--- src/rtl/conv_seq_pkg.sv ---
// Shared state encoding and sizing helpers for the convolution frame sequencer.
package conv_seq_pkg;

   typedef enum logic [2:0] {
      IDLE,
      CLEAR,
      STREAM,
      FLUSH,
      DONE
   } state_t;

   function automatic int total_pix(input int img_w, input int img_h);
      return img_w * img_h;
   endfunction

   // Two full line buffers must drain, plus slack for the engine's own pipeline.
   function automatic int flush_len(input int img_w, input int pad);
      return 2 * img_w + pad;
   endfunction

   function automatic int cnt_w(input int n);
      return (n < 1) ? 1 : $clog2(n + 1);
   endfunction

endpackage

--- src/rtl/conv_frame_sequencer_if.sv ---
// Bundle of the input-RAM read port, engine pixel port and output-RAM write port.
interface conv_frame_sequencer_if #(
   parameter int ADDR_W = 19
);
   logic              rd_en;
   logic [ADDR_W-1:0] rd_addr;
   logic [7:0]        rd_data;
   logic              conv_clear;
   logic              conv_en;
   logic [7:0]        conv_pixel;
   logic              conv_valid;
   logic [7:0]        conv_out;
   logic              wr_en;
   logic [ADDR_W-1:0] wr_addr;
   logic [7:0]        wr_data;

   modport master (
      output rd_en, rd_addr, conv_clear, conv_en, conv_pixel, wr_en, wr_addr, wr_data,
      input  rd_data, conv_valid, conv_out
   );

   modport slave (
      input  rd_en, rd_addr, conv_clear, conv_en, conv_pixel, wr_en, wr_addr, wr_data,
      output rd_data, conv_valid, conv_out
   );
endinterface

--- src/rtl/conv_out_tracker.sv ---
// Output capture: write counter/address, overflow flag and, with
// CONV_SEQ_BORDER_ZERO_EN defined, row/col tracking that zeroes border pixels.
module conv_out_tracker
   import conv_seq_pkg::*;
#(
   parameter int IMG_W  = 480,
   parameter int IMG_H  = 857,
   parameter int ADDR_W = 19
) (
   input  logic              clk,
   input  logic              reset,
   input  logic              clr,
   input  logic              cap_en,
   input  logic [7:0]        conv_out,
   output logic              wr_en,
   output logic [ADDR_W-1:0] wr_addr,
   output logic [7:0]        wr_data,
   output logic [ADDR_W:0]   out_count,
   output logic              overflow
);

   localparam logic [ADDR_W:0] TOTAL_C = (ADDR_W + 1)'(total_pix(IMG_W, IMG_H));

   logic       room;
   logic       take;
   logic [7:0] wdata_next;

   assign room = (out_count < TOTAL_C);
   assign take = cap_en && room;

`ifdef CONV_SEQ_BORDER_ZERO_EN
   localparam int COL_W = cnt_w(IMG_W - 1);
   localparam int ROW_W = cnt_w(IMG_H - 1);
   localparam logic [COL_W-1:0] COL_LAST = COL_W'(IMG_W - 1);
   localparam logic [ROW_W-1:0] ROW_LAST = ROW_W'(IMG_H - 1);

   logic [COL_W-1:0] col;
   logic [ROW_W-1:0] row;
   logic             border;

   assign border     = (row == '0) || (row == ROW_LAST) || (col == '0) || (col == COL_LAST);
   assign wdata_next = border ? 8'd0 : conv_out;

   // Position of the pixel about to be written; advances only on real writes.
   always_ff @(posedge clk) begin
      if (!reset || clr) begin
         col <= '0;
         row <= '0;
      end else if (take) begin
         if (col == COL_LAST) begin
            col <= '0;
            row <= row + 1'b1;
         end else begin
            col <= col + 1'b1;
         end
      end
   end
`else
   assign wdata_next = conv_out;
`endif

   always_ff @(posedge clk) begin
      if (!reset) begin
         wr_en     <= 1'b0;
         wr_addr   <= '0;
         wr_data   <= 8'd0;
         out_count <= '0;
         overflow  <= 1'b0;
      end else if (clr) begin
         wr_en     <= 1'b0;
         wr_addr   <= '0;
         out_count <= '0;
         overflow  <= 1'b0;
      end else begin
         wr_en <= take;
         if (take) begin
            wr_addr   <= out_count[ADDR_W-1:0];
            wr_data   <= wdata_next;
            out_count <= out_count + 1'b1;
         end
         if (cap_en && !room) begin
            overflow <= 1'b1;
         end
      end
   end

endmodule

--- src/rtl/conv_frame_sequencer.sv ---
// Frame controller: clears the 3x3 engine, streams one frame from the input RAM,
// flushes with zero pixels and captures engine outputs into the output RAM.
module conv_frame_sequencer
   import conv_seq_pkg::*;
#(
   parameter int IMG_W     = 480,
   parameter int IMG_H     = 857,
   parameter int FLUSH_PAD = 200,
   parameter int ADDR_W    = 19
) (
   input  logic                   clk,
   input  logic                   reset,
   input  logic                   start,
   output logic                   busy,
   output logic                   done,
   output logic                   short_frame,
   output logic                   overflow,
   output logic [ADDR_W:0]        out_count,
   conv_frame_sequencer_if.master bus
);

   localparam int FLUSH_LEN = flush_len(IMG_W, FLUSH_PAD);
   localparam int FL_W      = cnt_w(FLUSH_LEN);
   localparam logic [FL_W-1:0]   FLUSH_LAST = FL_W'(FLUSH_LEN);
   localparam logic [ADDR_W-1:0] LAST_ADDR  = ADDR_W'(total_pix(IMG_W, IMG_H) - 1);
   localparam logic [ADDR_W:0]   TOTAL_C    = (ADDR_W + 1)'(total_pix(IMG_W, IMG_H));

   state_t          state;
   logic [FL_W-1:0] flush_cnt;
   logic            ram_pix_p1;
   logic            accept;
   logic            cap_en;

   assign accept = (state == IDLE) && start;
   assign cap_en = bus.conv_valid && (state inside {STREAM, FLUSH, DONE});

   // RAM data lands one cycle after the read, in step with the delayed strobe.
   assign bus.conv_pixel = ram_pix_p1 ? bus.rd_data : 8'd0;

   always_ff @(posedge clk) begin
      if (!reset) begin
         state          <= IDLE;
         busy           <= 1'b0;
         done           <= 1'b0;
         short_frame    <= 1'b0;
         bus.rd_en      <= 1'b0;
         bus.rd_addr    <= '0;
         bus.conv_clear <= 1'b0;
         bus.conv_en    <= 1'b0;
         ram_pix_p1     <= 1'b0;
         flush_cnt      <= '0;
      end else begin
         done           <= 1'b0;
         bus.conv_clear <= 1'b0;
         // Flush cycles issue a zero pixel on the same one-cycle delay as reads.
         bus.conv_en    <= bus.rd_en || ((state == FLUSH) && (flush_cnt != FLUSH_LAST));
         ram_pix_p1     <= bus.rd_en;
         case (state)
            IDLE: begin
               if (start) begin
                  state          <= CLEAR;
                  busy           <= 1'b1;
                  short_frame    <= 1'b0;
                  bus.conv_clear <= 1'b1;
               end
            end
            CLEAR: begin
               state       <= STREAM;
               bus.rd_en   <= 1'b1;
               bus.rd_addr <= '0;
            end
            STREAM: begin
               if (bus.rd_addr == LAST_ADDR) begin
                  state     <= FLUSH;
                  bus.rd_en <= 1'b0;
                  flush_cnt <= '0;
               end else begin
                  bus.rd_addr <= bus.rd_addr + 1'b1;
               end
            end
            // Stays one cycle past the last zero issue so done follows the final pixel.
            FLUSH: begin
               if (flush_cnt == FLUSH_LAST) begin
                  state       <= DONE;
                  done        <= 1'b1;
                  short_frame <= (out_count < TOTAL_C);
               end else begin
                  flush_cnt <= flush_cnt + 1'b1;
               end
            end
            DONE: begin
               state <= IDLE;
               busy  <= 1'b0;
            end
            default: state <= IDLE;
         endcase
      end
   end

   conv_out_tracker #(
      .IMG_W  (IMG_W),
      .IMG_H  (IMG_H),
      .ADDR_W (ADDR_W)
   ) u_tracker (
      .clk       (clk),
      .reset     (reset),
      .clr       (accept),
      .cap_en    (cap_en),
      .conv_out  (bus.conv_out),
      .wr_en     (bus.wr_en),
      .wr_addr   (bus.wr_addr),
      .wr_data   (bus.wr_data),
      .out_count (out_count),
      .overflow  (overflow)
   );

endmodule
--- src/flat_wrapper.sv ---
// flat-port wrapper written by rule: the top's interface ports become plain ports
module conv_frame_sequencer_flat import conv_seq_pkg::*;
#(
   parameter int IMG_W     = 480,
   parameter int IMG_H     = 857,
   parameter int FLUSH_PAD = 200,
   parameter int ADDR_W    = 19
)
  (clk, reset, start, busy, done, short_frame, overflow, out_count, bus_rd_en, bus_rd_addr, bus_conv_clear, bus_conv_en, bus_conv_pixel, bus_wr_en, bus_wr_addr, bus_wr_data, bus_rd_data, bus_conv_valid, bus_conv_out);
  conv_frame_sequencer_if #(.ADDR_W(ADDR_W)) bus_i ();
  input  logic clk;
  input  logic reset;
  input  logic start;
  output logic busy;
  output logic done;
  output logic short_frame;
  output logic overflow;
  output logic [ADDR_W:0] out_count;
  output wire logic [$bits(bus_i.rd_en)-1:0] bus_rd_en;
  output wire logic [$bits(bus_i.rd_addr)-1:0] bus_rd_addr;
  output wire logic [$bits(bus_i.conv_clear)-1:0] bus_conv_clear;
  output wire logic [$bits(bus_i.conv_en)-1:0] bus_conv_en;
  output wire logic [$bits(bus_i.conv_pixel)-1:0] bus_conv_pixel;
  output wire logic [$bits(bus_i.wr_en)-1:0] bus_wr_en;
  output wire logic [$bits(bus_i.wr_addr)-1:0] bus_wr_addr;
  output wire logic [$bits(bus_i.wr_data)-1:0] bus_wr_data;
  input wire logic [$bits(bus_i.rd_data)-1:0] bus_rd_data;
  input wire logic [$bits(bus_i.conv_valid)-1:0] bus_conv_valid;
  input wire logic [$bits(bus_i.conv_out)-1:0] bus_conv_out;
  assign bus_rd_en = bus_i.rd_en;
  assign bus_rd_addr = bus_i.rd_addr;
  assign bus_conv_clear = bus_i.conv_clear;
  assign bus_conv_en = bus_i.conv_en;
  assign bus_conv_pixel = bus_i.conv_pixel;
  assign bus_wr_en = bus_i.wr_en;
  assign bus_wr_addr = bus_i.wr_addr;
  assign bus_wr_data = bus_i.wr_data;
  assign bus_i.rd_data = bus_rd_data;
  assign bus_i.conv_valid = bus_conv_valid;
  assign bus_i.conv_out = bus_conv_out;
  conv_frame_sequencer #(.IMG_W(IMG_W), .IMG_H(IMG_H), .FLUSH_PAD(FLUSH_PAD), .ADDR_W(ADDR_W)) u_core (.clk(clk), .reset(reset), .start(start), .busy(busy), .done(done), .short_frame(short_frame), .overflow(overflow), .out_count(out_count), .bus(bus_i));
endmodule
--- config.mk ---
export PLATFORM = sky130hd
export DESIGN_NAME = conv_frame_sequencer_flat
export DESIGN_NICKNAME = d
export VERILOG_FILES = /design/src/rtl/conv_seq_pkg.sv /design/src/rtl/conv_frame_sequencer_if.sv /design/src/rtl/conv_out_tracker.sv /design/src/rtl/conv_frame_sequencer.sv /design/src/flat_wrapper.sv
export SDC_FILE = /design/constraint.sdc
export NUM_CORES = 1
export LEC_CHECK = 0
export CORE_ASPECT_RATIO = 1.2
export CORE_MARGIN = 8
export CORE_UTILIZATION = 30
export DETAILED_ROUTE_END_ITERATION = 8
export MAX_ROUTING_LAYER = met4
export SLEW_MARGIN = 25
export SYNTH_ARGS = -nofsm -noshare
export SYNTH_HDL_FRONTEND = slang
export SYNTH_SLANG_ARGS = --single-unit
--- constraint.sdc ---
create_clock -name clk -period 2.9 [get_ports clk]
set_input_delay 0.29 -clock clk [delete_from_list [all_inputs] [get_ports clk]]
set_output_delay 0.29 -clock clk [all_outputs]
set_load 0.05 [all_outputs]
==> results.json <==
{
  "setup_viol": 0,
  "num_vias": 3996,
  "crit_cells": 6,
  "hpwl_um": 8990,
  "cts_setup_buffers": 0,
  "startpoint_type": "flop",
  "peakVddDrop_mv": 0.327,
  "synth-main-ff-cell": "dfxtp_1",
  "r2r_cells": 6,
  "cts.sinks": 89,
  "cts_resized": 0,
  "max_slew.worst_pin.slew_ps": 687,
  "drtIter0Drc": 177,
  "numPortBuffers": 101,
  "syn_nets": 504,
  "final_nets": 605,
  "crit_required_ps": 3130,
  "via_per_inst": 5.28,
  "drt_pre_antenna_iters": 5,
  "n_antenna_cell": 0,
  "die_width_um": 124,
  "globalRouteTotalUtil": 0.139,
  "mostFrequentLayoutCell": "clkdlybuf4s50_1",
  "synth-seq-cells": 89,
  "drv_cap": 0,
  "clock.fmax_ghz": 0.427,
  "r2r_start": "u_core.state[1]",
  "yosysWarnings": 0,
  "remaining_drc_errors": 0,
  "syn_area_per_cell_um2": 8.73,
  "drv_slew": 0,
  "synth_cell_types": 69,
  "endpoint": "u_core.u_tracker.wr_addr[8]",
  "cts-buffers-inserted": 9,
  "whs_path_depth": 2,
  "fin_skew_ps": 8.98,
  "p_leak_nw": 1.99,
  "async_flop_share": 0,
  "antenna_left": 0,
  "critical-path-top-delay-family": "compound AO/OA/AOI/OAI gates",
  "final.setup.tns_ps": 0,
  "max_slew_margin": 0.538,
  "startpoint": "u_core.state[1]",
  "wl_per_cell_um": 16.2,
  "worstSkewPairLatency_ps": 340,
  "cellPowerDensity_nw_per_um2": 501,
  "worstSetupPathType": "reg -> reg",
  "run_status": "completed",
  "io_pins": 102,
  "root_buffer": "clkbuf_16",
  "gp_congestion": 0.819,
  "layout-drive-gt1-share": 0.0785,
  "r2r_end": "u_core.u_tracker.wr_addr[8]",
  "overflow": 0,
  "grt_max_degree": 26,
  "cp_max_fo": 19,
  "hold_viol": 0,
  "setup_ws_ps": 560,
  "core_um2": 13700,
  "synth_area_um2": 4190,
  "min_period_ps": 2340,
  "clkTransAtPathRegs_ps": 70,
  "hp-class": "reg -> reg",
  "h-tree-depth": 3,
  "die_area_um2": 18000,
  "areaGrowthSynthToFinish_pct": 36.4,
  "cts_tree": "built",
  "worstSetupEndpointType": "flop",
  "max_stage_delay_ps": 510,
  "r2r_slack_ps": 560,
  "ys_seq_area_frac": 0.425,
  "grt_pass1_vias": 3904,
  "period_share": 0.807,
  "crit_buf_inv": 1,
  "die_y_um": 145,
  "wl_um": 12300,
  "holdBufCountCts": 0,
  "cp_cell_sequence": "nor2b_1, o21a_1, a31o_2, buf_4, mux2i_1, nor2_1",
  "final_cell_mix": "101 x clkdlybuf4s50_1, 89 x dfxtp_1, 58 x nor2_1, 35 x a21oi_1, 32 x nand2_1",
  "start_util": 0.306,
  "rsz0062_at_grt": "no",
  "syn_inst": 480,
  "rows": 47,
  "critical_path_arrival_ps": 2570,
  "slowest_stage": "a31o_2",
  "clockBufferDepth": 2,
  "grt_pass1_wl_um": 19900,
  "antenna_found_initial": 0,
  "pre_cts_ws_ps": 562,
  "synth-edff-count": 0,
  "fin_util": 0.417
}
registers in the layout (all words and copies together) (netlist names):
name / flops
u_core.u_tracker.wr_en: 1
u_core.done: 1
u_core.bus.conv_clear: 1
u_core.state: 3
u_core.busy: 1
u_core.u_tracker.wr_addr: 19
u_core.u_tracker.overflow: 1
u_core.bus.conv_en: 1
u_core.u_tracker.wr_data: 8
u_core.bus.rd_en: 1
u_core.flush_cnt: 11
u_core.u_tracker.out_count: 20
u_core.short_frame: 1
u_core.bus.rd_addr: 19
u_core.ram_pix_p1: 1
per-layer routing:
layer | share of wire | global-route usage | up-vias | routed length [um]
li1 | - | - | 1952 | -
met4 | 0.014 | 0.0400 | 0 | 178
met1 | 0.43 | 0.166 | 1912 | 5340
met5 | 0 | - | - | 0
met3 | 0.060 | 0.0365 | 14 | 736
met2 | 0.49 | 0.224 | 118 | 6020
through the flow:
| step | instances | hold WS [ps] | instance area, um2 | total power, W |
|---|---|---|---|---|
| floorplan | 480 | 437 | 4190 | 0.00151 |
| global placement | 741 | 477 | 5390 | 0.00162 |
| detailed placement | 741 | 485 | 5390 | 0.00163 |
| CTS | 757 | 504 | 5720 | 0.00290 |
| global route | 757 | 522 | 5720 | 0.00298 |
| finish | 757 | 498 | 5720 | 0.00287 |
final cells by class:
| cell class | instances | area (um2) |
|---|---|---|
| fillers | 1375 | 7980 |
| multi-input cells | 359 | 2260 |
| flip-flops and latches | 89 | 1780 |
| repair buffers | 114 | 1110 |
| clock buffers | 9 | 225 |
| well taps | 171 | 214 |
| clock inverters | 7 | 101 |
| inverters | 8 | 30.0 |
worst register-to-register path, stage by stage (launching register included):
cell and delay (ps):
dfxtp_1 500, nor2b_1 410, o21a_1 260, a31o_2 510
buf_4 300, mux2i_1 200, nor2_1 50
synthesized netlist by cell type (4+ instances only):
master | count | area (um2)
or3_1 | 15 | 93.8
nor2b_1 | 4 | 25.0
dfxtp_1 | 89 | 1780
xnor2_1 | 4 | 35.0
ha_1 | 4 | 50.1
and3_1 | 14 | 87.6
nand4_1 | 10 | 62.6
o21ai_0 | 19 | 95.1
a31oi_1 | 6 | 37.5
nor3_1 | 10 | 50.1
nor2_1 | 58 | 218
mux2i_1 | 30 | 300
nand3_1 | 27 | 135
a21oi_1 | 35 | 175
nor4_1 | 6 | 37.5
and2_1 | 13 | 81.3
a32oi_1 | 4 | 35.0
clkbuf_1 | 14 | 52.6
nand2_1 | 32 | 120
inv_1 | 8 | 30.0
logic make-up (layout without fill, tap and decap cells):
kind of cell	Yosys count	after routing	synth area share
and+or+nand+nor	221	221	0.289
AOI/OAI and AO/OA	96	96	0.147
DFF	89	89	0.425
buffers and inverters	32	138	0.0379
muxes	31	31	0.0743
xor gates and xnor gates	7	7	0.0146
adders and majority gates	4	4	0.0119
how the worst min path moves through the flow:
stage / start / end
4_1_cts: u_core.u_tracker.wr_addr[12] / u_core.u_tracker.wr_addr[12]
2_1_floorplan: bus_conv_out[3] / u_core.u_tracker.wr_data[3]
3_5_place_dp: u_core.u_tracker.wr_addr[12] / u_core.u_tracker.wr_addr[12]
5_1_grt: u_core.u_tracker.wr_addr[12] / u_core.u_tracker.wr_addr[12]
6_report: u_core.u_tracker.wr_addr[11] / u_core.u_tracker.wr_addr[11]
3_3_place_gp: u_core.u_tracker.wr_addr[11] / u_core.u_tracker.wr_addr[11]
where the power goes:
group | internal [W] | total [W] | leakage [nW] | switching [W]
Clock | 0.000762 | 0.00127 | 0.153 | 0.000507
Combinational | 0.000124 | 0.000331 | 1.12 | 0.000207
Sequential | 0.00124 | 0.00127 | 0.719 | 0.0000227
Total | 0.00213 | 0.00287 | 1.99 | 0.000737
No activity file was read; power rests on OpenSTA's default activity.
